$ cat config.mk
export PLATFORM = sky130hd
export DESIGN_NAME = bus_demux_8085_flat
export DESIGN_NICKNAME = d
export VERILOG_FILES = /design/src/rtl/bus_demux_8085_if.sv /design/src/rtl/bus_demux_8085.sv /design/src/flat_wrapper.sv
export SDC_FILE = /design/constraint.sdc
export NUM_CORES = 1
export LEC_CHECK = 0
export CAP_MARGIN = 0
export CORE_MARGIN = 3
export CORE_UTILIZATION = 46
export CTS_BUF_LIST = sky130_fd_sc_hd__clkbuf_4 sky130_fd_sc_hd__clkbuf_8
export DETAILED_ROUTE_END_ITERATION = 6
export HOLD_SLACK_MARGIN = 0.1
export PLACE_DENSITY = 0.81
export SLEW_MARGIN = 20
export SYNTH_ARGS = -nofsm -noshare
export SYNTH_HDL_FRONTEND = slang
export SYNTH_SLANG_ARGS = --single-unit
$ cat constraint.sdc
create_clock -name CLK -period 2.22 [get_ports CLK]
set_input_delay 0.333 -clock CLK [delete_from_list [all_inputs] [get_ports CLK]]
set_output_delay 0.333 -clock CLK [all_outputs]
set_load 0.01 [all_outputs]
$ cat src/rtl/bus_demux_8085_if.sv
// 8085 demultiplexed bus bundle: core-side strobes and address/data tap,
// plus the latched address, chip selects and READY returned to the core.
interface bus_demux_8085_if;
    logic [7:0]  AD;
    logic [7:0]  A;
    logic        ALE;
    logic        RDn;
    logic        WRn;
    logic        IO_Mn;
    logic [15:0] ADDR;
    logic        ROM_CSn;
    logic        RAM_CSn;
    logic        IO_CSn;
    logic        IO_Mn_L;
    logic        UNMAPPED;
    logic        READY;

    modport master (
        output AD, A, ALE, RDn, WRn, IO_Mn,
        input  ADDR, ROM_CSn, RAM_CSn, IO_CSn, IO_Mn_L, UNMAPPED, READY
    );

    modport slave (
        input  AD, A, ALE, RDn, WRn, IO_Mn,
        output ADDR, ROM_CSn, RAM_CSn, IO_CSn, IO_Mn_L, UNMAPPED, READY
    );
endinterface

$ cat src/rtl/bus_demux_8085.sv
// 8085 bus front end: ALE address latch, registered region decode and
// per-region wait-state READY generation.
module bus_demux_8085 #(
    parameter logic [4:0] ROM_BASE = 5'b00000,
    parameter logic [7:0] RAM_PAGE = 8'h20,
    parameter logic [3:0] IO_BASE  = 4'h0,
    parameter logic [3:0] ROM_WAIT = 4'd1,
    parameter logic [3:0] RAM_WAIT = 4'd0,
    parameter logic [3:0] IO_WAIT  = 4'd2
) (
    input logic               CLK,
    input logic               RESET,
    bus_demux_8085_if.slave   bus
);

    typedef enum logic [1:0] {S_IDLE, S_ADDR, S_WAIT, S_RELEASE} state_t;

    state_t      state, state_next;
    logic [15:0] addr;
    logic        io_m_l;
    logic        rom_csn, ram_csn, io_csn;
    logic        unmapped;
    logic        ready, ready_next;
    logic [3:0]  cnt, cnt_next;

    logic        stb;
    logic [15:0] addr_in;
    logic        rom_hit, ram_hit, io_hit;
    logic [3:0]  sel_wait;

    assign stb     = ~bus.RDn | ~bus.WRn;
    assign addr_in = {bus.A, bus.AD};

    // Decode is taken from the incoming address so the selects land on the ALE edge.
    always_comb begin
        rom_hit = ~bus.IO_Mn & (addr_in[15:11] == ROM_BASE);
        ram_hit = ~bus.IO_Mn & (addr_in[15:8] == RAM_PAGE) & ~rom_hit;
        io_hit  =  bus.IO_Mn & (addr_in[7:4] == IO_BASE);
    end

    always_comb begin
        if (!rom_csn)      sel_wait = ROM_WAIT;
        else if (!ram_csn) sel_wait = RAM_WAIT;
        else if (!io_csn)  sel_wait = IO_WAIT;
        else               sel_wait = '0;
    end

    always_ff @(posedge CLK) begin
        if (RESET) begin
            state    <= S_IDLE;
            ready    <= 1'b1;
            cnt      <= '0;
            addr     <= '0;
            io_m_l   <= 1'b0;
            rom_csn  <= 1'b1;
            ram_csn  <= 1'b1;
            io_csn   <= 1'b1;
            unmapped <= 1'b0;
        end else begin
            state <= state_next;
            ready <= ready_next;
            cnt   <= cnt_next;
            if (bus.ALE) begin
                addr     <= addr_in;
                io_m_l   <= bus.IO_Mn;
                rom_csn  <= ~rom_hit;
                ram_csn  <= ~ram_hit;
                io_csn   <= ~io_hit;
                unmapped <= ~(rom_hit | ram_hit | io_hit);
            end
        end
    end

    always_comb begin
        state_next = state;
        if (bus.ALE) begin
            state_next = S_ADDR;
        end else begin
            case (state)
                S_IDLE:    state_next = S_IDLE;
                S_ADDR:    if (stb) state_next = (sel_wait == '0) ? S_RELEASE : S_WAIT;
                S_WAIT:    if (cnt <= 4'd1) state_next = S_RELEASE;
                S_RELEASE: if (!stb) state_next = S_IDLE;
                default:   state_next = S_IDLE;
            endcase
        end
    end

    always_comb begin
        ready_next = ready;
        cnt_next   = cnt;
        if (bus.ALE) begin
            ready_next = 1'b1;
            cnt_next   = '0;
        end else begin
            case (state)
                S_ADDR: begin
                    if (stb && sel_wait != '0) begin
                        ready_next = 1'b0;
                        cnt_next   = sel_wait;
                    end
                end
                S_WAIT: begin
                    cnt_next = cnt - 4'd1;
                    if (cnt <= 4'd1) ready_next = 1'b1;
                end
                default: ready_next = 1'b1;
            endcase
        end
    end

    assign bus.ADDR     = addr;
    assign bus.IO_Mn_L  = io_m_l;
    assign bus.ROM_CSn  = rom_csn;
    assign bus.RAM_CSn  = ram_csn;
    assign bus.IO_CSn   = io_csn;
    assign bus.UNMAPPED = unmapped;
    assign bus.READY    = ready;

endmodule

$ cat src/flat_wrapper.sv
// flat-port wrapper written by rule: the top's interface ports become plain ports
module bus_demux_8085_flat 
#(
    parameter logic [4:0] ROM_BASE = 5'b00000,
    parameter logic [7:0] RAM_PAGE = 8'h20,
    parameter logic [3:0] IO_BASE  = 4'h0,
    parameter logic [3:0] ROM_WAIT = 4'd1,
    parameter logic [3:0] RAM_WAIT = 4'd0,
    parameter logic [3:0] IO_WAIT  = 4'd2
)
  (CLK, RESET, bus_AD, bus_A, bus_ALE, bus_RDn, bus_WRn, bus_IO_Mn, bus_ADDR, bus_ROM_CSn, bus_RAM_CSn, bus_IO_CSn, bus_IO_Mn_L, bus_UNMAPPED, bus_READY);
  bus_demux_8085_if bus_i ();
  input logic CLK;
  input logic RESET;
  input wire logic [$bits(bus_i.AD)-1:0] bus_AD;
  input wire logic [$bits(bus_i.A)-1:0] bus_A;
  input wire logic [$bits(bus_i.ALE)-1:0] bus_ALE;
  input wire logic [$bits(bus_i.RDn)-1:0] bus_RDn;
  input wire logic [$bits(bus_i.WRn)-1:0] bus_WRn;
  input wire logic [$bits(bus_i.IO_Mn)-1:0] bus_IO_Mn;
  output wire logic [$bits(bus_i.ADDR)-1:0] bus_ADDR;
  output wire logic [$bits(bus_i.ROM_CSn)-1:0] bus_ROM_CSn;
  output wire logic [$bits(bus_i.RAM_CSn)-1:0] bus_RAM_CSn;
  output wire logic [$bits(bus_i.IO_CSn)-1:0] bus_IO_CSn;
  output wire logic [$bits(bus_i.IO_Mn_L)-1:0] bus_IO_Mn_L;
  output wire logic [$bits(bus_i.UNMAPPED)-1:0] bus_UNMAPPED;
  output wire logic [$bits(bus_i.READY)-1:0] bus_READY;
  assign bus_i.AD = bus_AD;
  assign bus_i.A = bus_A;
  assign bus_i.ALE = bus_ALE;
  assign bus_i.RDn = bus_RDn;
  assign bus_i.WRn = bus_WRn;
  assign bus_i.IO_Mn = bus_IO_Mn;
  assign bus_ADDR = bus_i.ADDR;
  assign bus_ROM_CSn = bus_i.ROM_CSn;
  assign bus_RAM_CSn = bus_i.RAM_CSn;
  assign bus_IO_CSn = bus_i.IO_CSn;
  assign bus_IO_Mn_L = bus_i.IO_Mn_L;
  assign bus_UNMAPPED = bus_i.UNMAPPED;
  assign bus_READY = bus_i.READY;
  bus_demux_8085 #(.ROM_BASE(ROM_BASE), .RAM_PAGE(RAM_PAGE), .IO_BASE(IO_BASE), .ROM_WAIT(ROM_WAIT), .RAM_WAIT(RAM_WAIT), .IO_WAIT(IO_WAIT)) u_core (.CLK(CLK), .RESET(RESET), .bus(bus_i));
endmodule
# Yosys cells after proc, flatten, opt, wreduce, memory -nomap -nowiden
# Cells that the tools add are included.
# op_classes
addsub	1
magnitude_cmp	1
n_eq_ne	11
n_mux	14
bitwise	14
n_reduce_logical	12
# op_table
cell	n
2-to-1 mux 4 bit	3
== test 8 x 6 -> 1 bit, second input constant	1
logical NOT 4 bit	2
2-to-1 mux 2 bit	4
one-hot mux 2 bit (4 select lines)	1
one-hot mux 4 bit (2 select lines)	1
NOT 1 bit	7
inequality test 2 x 1 -> 1 bit, second input constant	3
inequality test 3 x 2 -> 1 bit, second input constant	2
AND reduction 3 bit	2
logical NOT 5 bit	1
bitwise AND 1 bit	4
== test 2 bit, second input constant	2
<= comparator 4 x 1 -> 1 bit, second input constant	1
2-to-1 mux 1 bit	4
AND reduction 2 bit	2
nonzero test 4 bit	1
subtractor 4 x 1 -> 4 bit, second input constant	1
inequality test 3 bit, second input constant	1
bitwise OR 1 bit	3
== test 2 x 1 -> 1 bit, second input constant	1
logical NOT 2 bit	1
inequality test 2 bit, second input constant	1
one-hot mux 1 bit (2 select lines)	1
3 further kinds	3
# totals
register_bits	28
input_bits	22
output_inout_bits	22
wordCells	63

# Logic depth before layout (Yosys ltp)
# Gate-level depths: netlist of the first run.
# logic_depth
word_depth	8
mapped_depth	6
depth_no_buf	6

# Worst setup path before layout of the first run
# Ideal clock, no wire load.
# synth_path
kind	reg2reg
startpoint	register u_core.state[1]
endpoint	register u_core.cnt[1]
setup_ps	128
t_arrival_ps	1436
required_ps	2092
path_slack_ps	656
path_stages_with_launch	7
n_path_buf	0
synth_period_minus_slack_ps	1564
path_cell_list	dfxtp_1 > inv_1 > ha_1 > and3_4 > a311o_2 > a221oi_1 > a211oi_1
# synth_between
elab_chain_len	3
word_cells_on_any_way	6
cone_classes	3 x eq/ne; 1 x mux; 2 x reduce/logical
# synth_lines
item	line_no	source
start: declaration	bus_demux_8085.sv:18	state_t state, state_next;
start signal: assignment	bus_demux_8085.sv:60	state <= state_next;
== test 2 x 1 -> 1 bit or == test 2 bit (tied branches)	bus_demux_8085.sv:96	case (state)
inequality test 2 x 1 -> 1 bit (no source line) or nonzero test 2 bit (tied branches)	--	
AND reduction 2 bit (no source line)	--	
end signal: assignment	bus_demux_8085.sv:62	cnt <= cnt_next;
end: declaration	bus_demux_8085.sv:24	logic [3:0] cnt, cnt_next;
# Several ways; a longest one is shown, not always the timed one.
# A chain may end at the register's enable or synchronous reset.

# Worst setup path in the final report of the first run
# layout_path
startpoint	register u_core.state[1]
endpoint	register u_core.ready (netlist: u_core.bus.READY)
# layout_between
elab_chain_len	3
word_cells_on_any_way	6
cone_classes	4 x eq/ne; 1 x mux; 1 x reduce/logical
# layout_lines
item	line_no	source
== test 2 bit or == test 2 x 1 -> 1 bit (tied branches)	bus_demux_8085.sv:96	
inequality test 2 x 1 -> 1 bit (no source line)	--	
AND reduction 2 bit (no source line)	--	
end signal: assignment	bus_demux_8085.sv:61	ready <= ready_next;
end: declaration	bus_demux_8085.sv:23	logic ready, ready_next;
# Several ways; a longest one is shown, not always the timed one.

==> results.sh, run 1 <==
export IMPL_grt_max_degree=23
export IMPL_dp_cells=208
export IMPL_die_area_um2=3450
export IMPL_vias=1162
export IMPL_seq_area_frac_synth_pct=43.7
export IMPL_nNetsFinal=210
export IMPL_drc=0
export IMPL_p_switching_mw=0.252
export IMPL_final_setup_viol_count=0
export IMPL_final_util_pct=69.0
export IMPL_antenna_found_initial=0
export IMPL_start_kind="flip-flop"
export IMPL_grt_pass1_vias=1178
export IMPL_leakage_nw=0.733
export IMPL_core_um2=2570
export IMPL_reg2reg_depth=6
export IMPL_num_io_pins=44
export IMPL_ctsResizeCount=0
export IMPL_dieHeight_um=58.8
export IMPL_rr_startpoint="u_core.state[1]$_SDFFE_PP0P_"
export IMPL_cts_tree="yes"
export IMPL_seq_power_share_pct=56.6
export IMPL_antenna_left=0
export IMPL_cts_buffers=3
export IMPL_clkPwrFrac_pct=21.2
export IMPL_ys_seq_elements=28
export IMPL_run_status="complete, no violations"
export IMPL_synth_area_leader_cell="dfxtp_1"
export IMPL_final_cell_count_no_fill=211
export IMPL_period_needed_ns=1.73
export IMPL_cp_data_required_time_ns=2.45
export IMPL_synthArstFlopShare_pct=0
export IMPL_clk_path_buf_depth=2
export IMPL_pwr_share_comb_pct=22.2
export IMPL_max_freq_mhz=579
export IMPL_fill_cells=209
export IMPL_grt_pass1_wl_mm=5.29
export IMPL_diodes=0
export IMPL_tightest_slew_ns=0.498
export IMPL_wl_per_cell_um=14.2
export IMPL_hp_class="flip-flop to flip-flop"
export IMPL_worstHoldEndpoint="u_core.bus.UNMAPPED$_SDFFE_PP0P_"
export IMPL_cts_num_sinks=28
export IMPL_cp_end_kind="flip-flop"
export IMPL_synth_top_area_share_pct=43.7
export IMPL_holdPathStages=2
export IMPL_synth_common_cells="28 x dfxtp_1, 22 x nor2_1, 17 x mux2i_1"
export IMPL_ir_drop_mv=0.490
export IMPL_placement_rows=18
export IMPL_maxSlewHeadroom_pct=66.6
export IMPL_yosysWarnings=0
export IMPL_rsz0062_at_grt="no"
export IMPL_swShare_pct=26.1
export IMPL_synth_edf_count=0
export IMPL_htreeDepth=1
export IMPL_min_delay_start="u_core.bus.UNMAPPED$_SDFFE_PP0P_"
export IMPL_cts_root_buf="clkbuf_4"
export IMPL_ctsHoldBuffers=0
export IMPL_drv_slew=0
export IMPL_dr_pass1_iters=4
export IMPL_synth_area_top_cells="dfxtp_1 44%, mux2i_1 13%, nor2_1 6.4%, ha_1 4.9%, nand2_1 2.6%"
export IMPL_grt_usage_pct=19.5
export IMPL_finalClockSkew_ns=0.00622
export IMPL_ys_types=34
export IMPL_drive_above_1_share_pct=6.08
export IMPL_path_clk_slew_ns=0.14
export IMPL_dpl_hpwl_mm=2.34
export IMPL_rrSetupSlack_ns=0.49
export IMPL_dieWidth_um=58.8
export IMPL_area_delta_synth_final_pct=38.2
export IMPL_via_per_inst=5.51
export IMPL_yosysMostFrequentCell="dfxtp_1"
export IMPL_synth_nets=165
export IMPL_internal_power_mw=0.714
export IMPL_synthCells=138
export IMPL_start_util_pct=49.9
export IMPL_grt_ovfl_total=0
export IMPL_clock_latency_ns=0.32
export IMPL_timing_final_crit_share_pct=77.8
export IMPL_port_buffers=43
export IMPL_power_density_nw_per_um2=545
export IMPL_finalWirelength_mm=2.99
export IMPL_gp_congestion=0.829
export IMPL_synth_area_um2=1280
export IMPL_cp_max_fo=7
export IMPL_holdWs_ns=0.483
export IMPL_crit_path_start="u_core.state[1]$_SDFFE_PP0P_"
export IMPL_reg2reg_to="u_core.bus.READY$_SDFFE_PP1P_"
export IMPL_finalHoldViolCount=0
export IMPL_postCtsSetupRepairBufs=0
export IMPL_ys_flop_type="dfxtp_1"
export IMPL_fin_setup_tns_ns=0
export IMPL_critPathKind="flip-flop to flip-flop"
export IMPL_syn_area_per_cell_um2=9.28
export IMPL_maxCapViolCount=0
export IMPL_drt_iter0_markers=52
export IMPL_arrival_ns=1.95
==> per-stage QoR <==
step	setup WS, ns	power (mW)	instance area (um2)
after floorplan	0.656	0.663	1280
after global placement	0.418	0.765	1750
after detailed placement	0.284	0.772	1750
after CTS	0.506	0.975	1770
after global routing	0.320	1.02	1770
final	0.492	0.966	1770
==> worst max path at each step <==
stage               depth (start not counted)                                to  slack, ns
global placement                            5  u_core.bus.UNMAPPED$_SDFFE_PP0P_       0.42
floorplan                                   6        u_core.cnt[1]$_SDFFE_PP0P_       0.66
CTS                                         6     u_core.bus.READY$_SDFFE_PP1P_       0.51
global route                                6      u_core.state[1]$_SDFFE_PP0P_       0.32
detailed placement                          5  u_core.bus.UNMAPPED$_SDFFE_PP0P_       0.28
finish                                      6     u_core.bus.READY$_SDFFE_PP1P_       0.49
==> logic make-up after synthesis <==
group	after synthesis	share of synthesized area, %
multiplexers	17	13.3
flip-flops	28	43.8
AND/OR/NAND/NOR	50	19.7
adder cells (fa/ha/maj)	5	4.88
buffers and inverters	14	4.49
AO/OA/AOI/OAI	24	13.9
==> worst max-delay path, cell delays in order (launching register included) <==
cell	delay [ns]
dfxtp_1	0.41
inv_1	0.06
ha_1	0.26
and3_4	0.22
a31oi_1	0.29
nand2_1	0.10
a221o_1	0.30
==> sequential cells by signal, summed over array words and instances, names as in the netlist <==
register             count
u_core.bus.ADDR         16
u_core.bus.IO_CSn        1
u_core.bus.IO_Mn_L       1
u_core.bus.RAM_CSn       1
u_core.bus.READY         1
u_core.bus.ROM_CSn       1
u_core.bus.UNMAPPED      1
u_core.cnt               4
u_core.state             2
==> metal layers <==
metal | global-route usage [%] | routed length [um]
met4 | 7.44 | 15
met1 | 22.8 | 1230
met3 | 5.48 | 251
met5 | 0 | 0
met2 | 33.4 | 1500
==> cells in the final DEF, fill, tap and decap left out <==
| cell type | instances |
|---|---|
| buf_4 | 4 |
| a211oi_1 | 1 |
| mux2i_1 | 17 |
| nand2_1 | 9 |
| and3_4 | 1 |
| and2b_1 | 1 |
| or2_1 | 1 |
| nand4b_1 | 2 |
| nand2b_1 | 2 |
| inv_1 | 7 |
| a31oi_1 | 4 |
| clkbuf_4 | 3 |
| nand3b_1 | 2 |
| a221o_1 | 1 |
| o2bb2ai_1 | 1 |
| o22ai_1 | 1 |
| nor2_1 | 22 |
| dfxtp_1 | 28 |
| a221oi_1 | 2 |
| nor3_1 | 4 |
| o211a_1 | 1 |
| a21oi_1 | 6 |
| o21ba_1 | 1 |
| a311oi_1 | 1 |
| ha_1 | 5 |
| nand2b_4 | 1 |
| clkdlybuf4s50_1 | 43 |
| o21ai_0 | 1 |
| a311o_2 | 1 |
| nor2b_1 | 2 |
| or4b_1 | 1 |
| o31ai_2 | 1 |
| o21bai_1 | 2 |
| nand3_1 | 2 |
==> power by group through the flow <==
| stage | clock network (mW) | registers (mW) | logic (mW) |
|---|---|---|---|
| after global routing | 0.230 | 0.550 | 0.235 |
| after floorplan | 0 | 0.565 | 0.0986 |
| after CTS | 0.213 | 0.547 | 0.216 |
| final | 0.205 | 0.546 | 0.215 |
| after detailed placement | 0 | 0.557 | 0.214 |
| after global placement | 0 | 0.556 | 0.209 |
==> area by class of cell <==
class / instances / area, um2 / area share, %
Timing Repair Buffer: 47 / 460 / 26.0
Inverter: 7 / 26.3 / 1.48
Clock buffer: 3 / 22.5 / 1.27
Tap cell: 30 / 37.5 / 2.12
Multi-Input combinational cell: 96 / 663 / 37.5
Sequential cell: 28 / 561 / 31.7
(Power assumes the default switching activity.)
==> run 2: changes to the inputs <==
Settings changed: CORE_UTILIZATION 46 to 42, PLACE_DENSITY 0.81 to 0.78.
Clock period 2.22 ns to 1.49 ns, I/O delays scaled along.
==> results.sh, run 2 (synthesis gave the netlist of run 1 again) <==
export IMPL_finalClockSkew_ns=0.000665
export IMPL_cp_max_fo=4
export IMPL_period_needed_ns=1.54
export IMPL_die_area_um2=3750
export IMPL_area_delta_synth_final_pct=61.5
export IMPL_dieHeight_um=61.2
export IMPL_antenna_found_initial=0
export IMPL_grt_pass1_wl_mm=5.33
export IMPL_dieWidth_um=61.2
export IMPL_num_io_pins=44
export IMPL_port_buffers=43
export IMPL_cts_tree="yes"
export IMPL_gp_congestion=0.857
export IMPL_holdWs_ns=0.497
export IMPL_run_status="complete, but fails checks"
export IMPL_htreeDepth=1
export IMPL_pre_cts_ws_ns=-0.247
export IMPL_clock_latency_ns=0.32
export IMPL_fill_cells=211
export IMPL_rsz0062_at_grt="yes"
export IMPL_final_setup_viol_count=4
export IMPL_tightest_slew_ns=0.336
export IMPL_maxCapViolCount=0
export IMPL_placement_rows=19
export IMPL_start_util_pct=45.3
export IMPL_core_um2=2830
export IMPL_cts_num_sinks=28
export IMPL_drv_slew=0
export IMPL_critPathKind="flip-flop to flip-flop"
export IMPL_vias=1209
export IMPL_start_kind="flip-flop"
export IMPL_via_per_inst=5.28
export IMPL_wl_per_cell_um=15.5
export IMPL_drc=0
export IMPL_finalWirelength_mm=3.56
export IMPL_dpl_hpwl_mm=2.62
export IMPL_maxSlewHeadroom_pct=77.6
export IMPL_layout_commonest_cell="clkdlybuf4s50_1"
export IMPL_grt_usage_pct=18.7
export IMPL_cp_end_kind="flip-flop"
export IMPL_power_density_nw_per_um2=770
export IMPL_cp_data_required_time_ns=1.73
export IMPL_dr_pass1_iters=4
export IMPL_drt_iter0_markers=28
export IMPL_grt_pass1_vias=1242
export IMPL_hp_class="flip-flop to flip-flop"
export IMPL_leakage_nw=1.04
export IMPL_antenna_left=0
export IMPL_violations="negative setup slack"
export IMPL_path_clk_slew_ns=0.15
export IMPL_final_cell_mix="25 x clkdlybuf4s50_1, 21 x nor2_1, 20 x dfxtp_1"
export IMPL_finalHoldViolCount=0
export IMPL_grt_max_degree=23
export IMPL_largest_register_ffs=16
export IMPL_diodes=0
export IMPL_drive_above_1_share_pct=26.3
export IMPL_max_freq_mhz=651
export IMPL_fin_ws_ns=-0.0458
export IMPL_cts_buffers=3
export IMPL_timing_final_crit_share_pct=103
export IMPL_grt_ovfl_total=0
export IMPL_arrival_ns=1.77
export IMPL_nNetsFinal=226
export IMPL_clk_path_buf_depth=2
export IMPL_ir_drop_mv=0.597
export IMPL_cts_root_buf="clkbuf_4"
-- run 2: cell types whose count changed in the layout (fill, tap and decap cells not counted), sizes merged --
cell,delta
dlygate4sd2,+4
clkdlybuf4s50,-18
dlymetal6s2s,+14
buf,+16
clkbuf,+1
-- run 2: worst max-delay path: stages (launching register included) --
cell and delay, ns:
dfxtp_4 0.41, inv_4 0.04, ha_4 0.16, and3_4 0.17
a311o_2 0.38, o2bb2ai_2 0.14, o21ba_1 0.16
-- run 2: layout make-up --
class	instances	area, um2	share of cell area, %
Clock buffer	4	36.3	1.75
Tap cell	31	38.8	1.87
Inverter	7	33.8	1.63
Multi-Input combinational cell	96	751	36.3
Timing Repair Buffer	63	627	30.3
Sequential cell	28	583	28.2
-- run 2: stage by stage --
stage / std cells / TNS (ns) / area [um2] / power [mW] / utilization (%)
finish: 229 / -0.0909 / 2070 / 1.59 / 73.2
global route: 229 / -0.350 / 2070 / 1.67 / 73.2
CTS: 225 / -0.0452 / 1940 / 1.57 / 68.6
detailed placement: 221 / -1.23 / 1870 / 1.20 / 66.2
global placement: 221 / -0.763 / 1870 / 1.19 / 66.2
floorplan: 138 / 0 / 1300 / 0.997 / -
-- run 2: report_power, final --
part           switching, mW  internal, mW  total, mW
sequential            0.0302         0.785      0.815
combinational          0.172         0.230      0.402
clock                  0.227         0.149      0.377
-- run 2: repair_timing --
action,4_1_cts,5_1_grt
pin swaps,3,7
hold buffers,0,0
buffers inserted,0,4
resized for setup,16,34
endpoints found under the setup margin,11,22
-- run 2: final timing paths --
check / cells after the start / endpoint / startpoint / slack [ns]
setup / recovery: 6 / u_core.cnt[0]$_SDFFE_PP0P_ / u_core.state[1]$_SDFFE_PP0P_ / -0.05
setup reg to reg: 6 / u_core.cnt[0]$_SDFFE_PP0P_ / u_core.state[1]$_SDFFE_PP0P_ / -0.05
hold reg to reg: 2 / u_core.bus.UNMAPPED$_SDFFE_PP0P_ / u_core.bus.UNMAPPED$_SDFFE_PP0P_ / 0.50
hold / removal: 2 / u_core.bus.UNMAPPED$_SDFFE_PP0P_ / u_core.bus.UNMAPPED$_SDFFE_PP0P_ / 0.50
-- run 2: routing by layer --
layer / share of wire, % / wire (um) / GRT usage, % / vias up
li1: - / - / - / 606
met1: 40 / 1410 / 21.9 / 551
met2: 52 / 1840 / 34.1 / 41
met3: 6.0 / 214 / 4.40 / 11
met4: 2.6 / 92 / 4.33 / 0
met5: 0 / 0 / 0 / -
==> run 3: changes to the inputs <==
Settings changed: CTS_BUF_LIST sky130_fd_sc_hd__clkbuf_4 sky130_fd_sc_hd__clkbuf_8 to sky130_fd_sc_hd__clkbuf_4.
==> results.sh, run 3 (synthesis gave the netlist of run 1 again) <==
export IMPL_grt_pass1_wl_mm=5.31
export IMPL_nNetsFinal=226
export IMPL_dr_pass1_iters=4
export IMPL_port_buffers=43
export IMPL_timing_final_crit_share_pct=103
export IMPL_finalWirelength_mm=3.56
export IMPL_placement_rows=19
export IMPL_holdWs_ns=0.503
export IMPL_rsz0062_at_grt="yes"
export IMPL_internal_power_mw=1.11
export IMPL_reg2reg_to="u_core.cnt[0]$_SDFFE_PP0P_"
export IMPL_rrSetupSlack_ns=-0.05
export IMPL_critPathKind="flip-flop to flip-flop"
export IMPL_start_kind="flip-flop"
export IMPL_final_setup_viol_count=4
export IMPL_diodes=0
export IMPL_cts_num_sinks=28
export IMPL_drive_above_1_share_pct=25.8
export IMPL_grt_max_degree=23
export IMPL_period_needed_ns=1.54
export IMPL_met1_usage_pct=21.9
export IMPL_drt_iter0_markers=22
export IMPL_dpl_hpwl_mm=2.62
export IMPL_place_area_um2=1870
export IMPL_wl_per_cell_um=15.5
export IMPL_maxCapViolCount=0
export IMPL_seq_power_share_pct=52.9
export IMPL_grt_ovfl_total=0
export IMPL_reg2reg_depth=6
export IMPL_grt_pass1_vias=1245
export IMPL_cts_tree="yes"
export IMPL_largest_register_ffs=16
export IMPL_die_area_um2=3750
export IMPL_drv_slew=0
export IMPL_fin_ws_ns=-0.0453
export IMPL_power_mw=1.54
export IMPL_antenna_found_initial=0
export IMPL_run_status="complete, but fails checks"
export IMPL_grt_busiest_layer="met2"
export IMPL_hp_class="flip-flop to flip-flop"
export IMPL_cpPeakStageDelay_ns=0.41
export IMPL_pwr_share_comb_pct=26.1
export IMPL_worstHoldEndpoint="u_core.bus.UNMAPPED$_SDFFE_PP0P_"
export IMPL_start_util_pct=45.3
export IMPL_holdPathStages=2
export IMPL_cp_data_required_time_ns=1.73
export IMPL_clkPwrFrac_pct=21.0
export IMPL_pre_cts_ws_ns=-0.247
export IMPL_core_um2=2830
export IMPL_fin_area_um2=2060
export IMPL_cp_end_kind="flip-flop"
export IMPL_cts_root_buf="clkbuf_4"
export IMPL_critPathBufInv=1
export IMPL_ir_drop_mv=0.594
export IMPL_max_freq_mhz=651
export IMPL_tightest_slew_ns=0.336
export IMPL_area_delta_synth_final_pct=60.6
export IMPL_antenna_left=0
export IMPL_layout_commonest_cell="clkdlybuf4s50_1"
export IMPL_clk_path_buf_depth=2
export IMPL_cp_max_fo=4
export IMPL_finalHoldViolCount=0
export IMPL_vias=1213
export IMPL_slowest_stage="dfxtp_4"
export IMPL_maxSlewHeadroom_pct=77.6
export IMPL_grt_usage_pct=18.5
export IMPL_swShare_pct=27.8
export IMPL_path_clk_slew_ns=0.15
export IMPL_dieHeight_um=61.2
export IMPL_ctsHoldBuffers=0
export IMPL_path_cells="inv_4 > ha_4 > and3_4 > a311o_2 > o2bb2ai_2 > o21ba_1"
export IMPL_violations="negative setup slack"
export IMPL_leakage_nw=1.00
export IMPL_power_density_nw_per_um2=749
export IMPL_via_per_inst=5.30
export IMPL_critPathTopFamily="compound AO/OA/AOI/OAI gates"
export IMPL_rr_startpoint="u_core.state[1]$_SDFFE_PP0P_"
export IMPL_p_switching_mw=0.428
export IMPL_finalClockSkew_ns=0.00149
export IMPL_arrival_ns=1.77
export IMPL_clock_latency_ns=0.32
export IMPL_final_cell_mix="27 x clkdlybuf4s50_1, 21 x nor2_1, 20 x dfxtp_1"
export IMPL_min_delay_start="u_core.bus.UNMAPPED$_SDFFE_PP0P_"
export IMPL_met2_usage_pct=34.1
export IMPL_dieWidth_um=61.2
export IMPL_htreeDepth=1
export IMPL_use_met3_pct=4.40
export IMPL_cts_buffers=3
export IMPL_gp_congestion=0.857
export IMPL_num_io_pins=44
export IMPL_drc=0
run 3: power by group through the flow:
| stage | Combinational, mW | Clock [mW] | Sequential, mW |
|---|---|---|---|
| finish | 0.403 | 0.324 | 0.815 |
| global route | 0.436 | 0.357 | 0.820 |
| CTS | 0.382 | 0.322 | 0.815 |
| detailed placement | 0.370 | 0 | 0.832 |
| global placement | 0.357 | 0 | 0.830 |
| floorplan | 0.154 | 0 | 0.844 |
run 3: stage by stage:
stage / instances / TNS [ns] / utilization, %
2_1_floorplan: 138 / 0 / -
3_3_place_gp: 221 / -0.763 / 66.2
3_5_place_dp: 221 / -1.23 / 66.2
4_1_cts: 225 / -0.0437 / 68.3
5_1_grt: 229 / -0.346 / 72.8
6_report: 229 / -0.0830 / 72.8
run 3: per-layer routing:
metal  share of wire (%)  wire [um]
met1                  40       1410
met4                 2.6         92
met3                 6.1        218
met5                   0          0
met2                  52       1830
run 3: tightest hold or removal path: cells and delay by family, from the launching register on:
| family | cells | cell delay [ns] |
|---|---|---|
| compound gates | 1 | 0.05 |
| simple gates | 1 | 0.07 |
| flops | 1 | 0.36 |
run 3: cell type report:
type	count	area [um2]
clock buffers	3	22.5
clock inverters	1	3.75
fillers	214	771
inverters	7	33.8
multi-input cells	96	751
flip-flops and latches	28	583
well taps	31	38.8
repair buffers	63	626
run 3: worst max-delay path by stage:
stage	startpoint	endpoint	slack (ns)	cells after the start
2_1_floorplan	u_core.state[1]$_SDFFE_PP0P_	u_core.cnt[0]$_SDFFE_PP0P_	0.02	6
3_3_place_gp	bus_AD[4]	u_core.bus.UNMAPPED$_SDFFE_PP0P_	-0.18	5
3_5_place_dp	bus_AD[4]	u_core.bus.UNMAPPED$_SDFFE_PP0P_	-0.25	5
4_1_cts	u_core.state[1]$_SDFFE_PP0P_	u_core.cnt[0]$_SDFFE_PP0P_	-0.04	6
5_1_grt	u_core.state[1]$_SDFFE_PP0P_	u_core.cnt[0]$_SDFFE_PP0P_	-0.10	6
6_report	u_core.state[1]$_SDFFE_PP0P_	u_core.cnt[0]$_SDFFE_PP0P_	-0.05	6
run 3: repair_timing:
item	4_1_cts	5_1_grt
buffers inserted	0	4
gates cloned	0	0
endpoints found under the setup margin	11	21
pin swaps	3	7
resized for setup	15	33
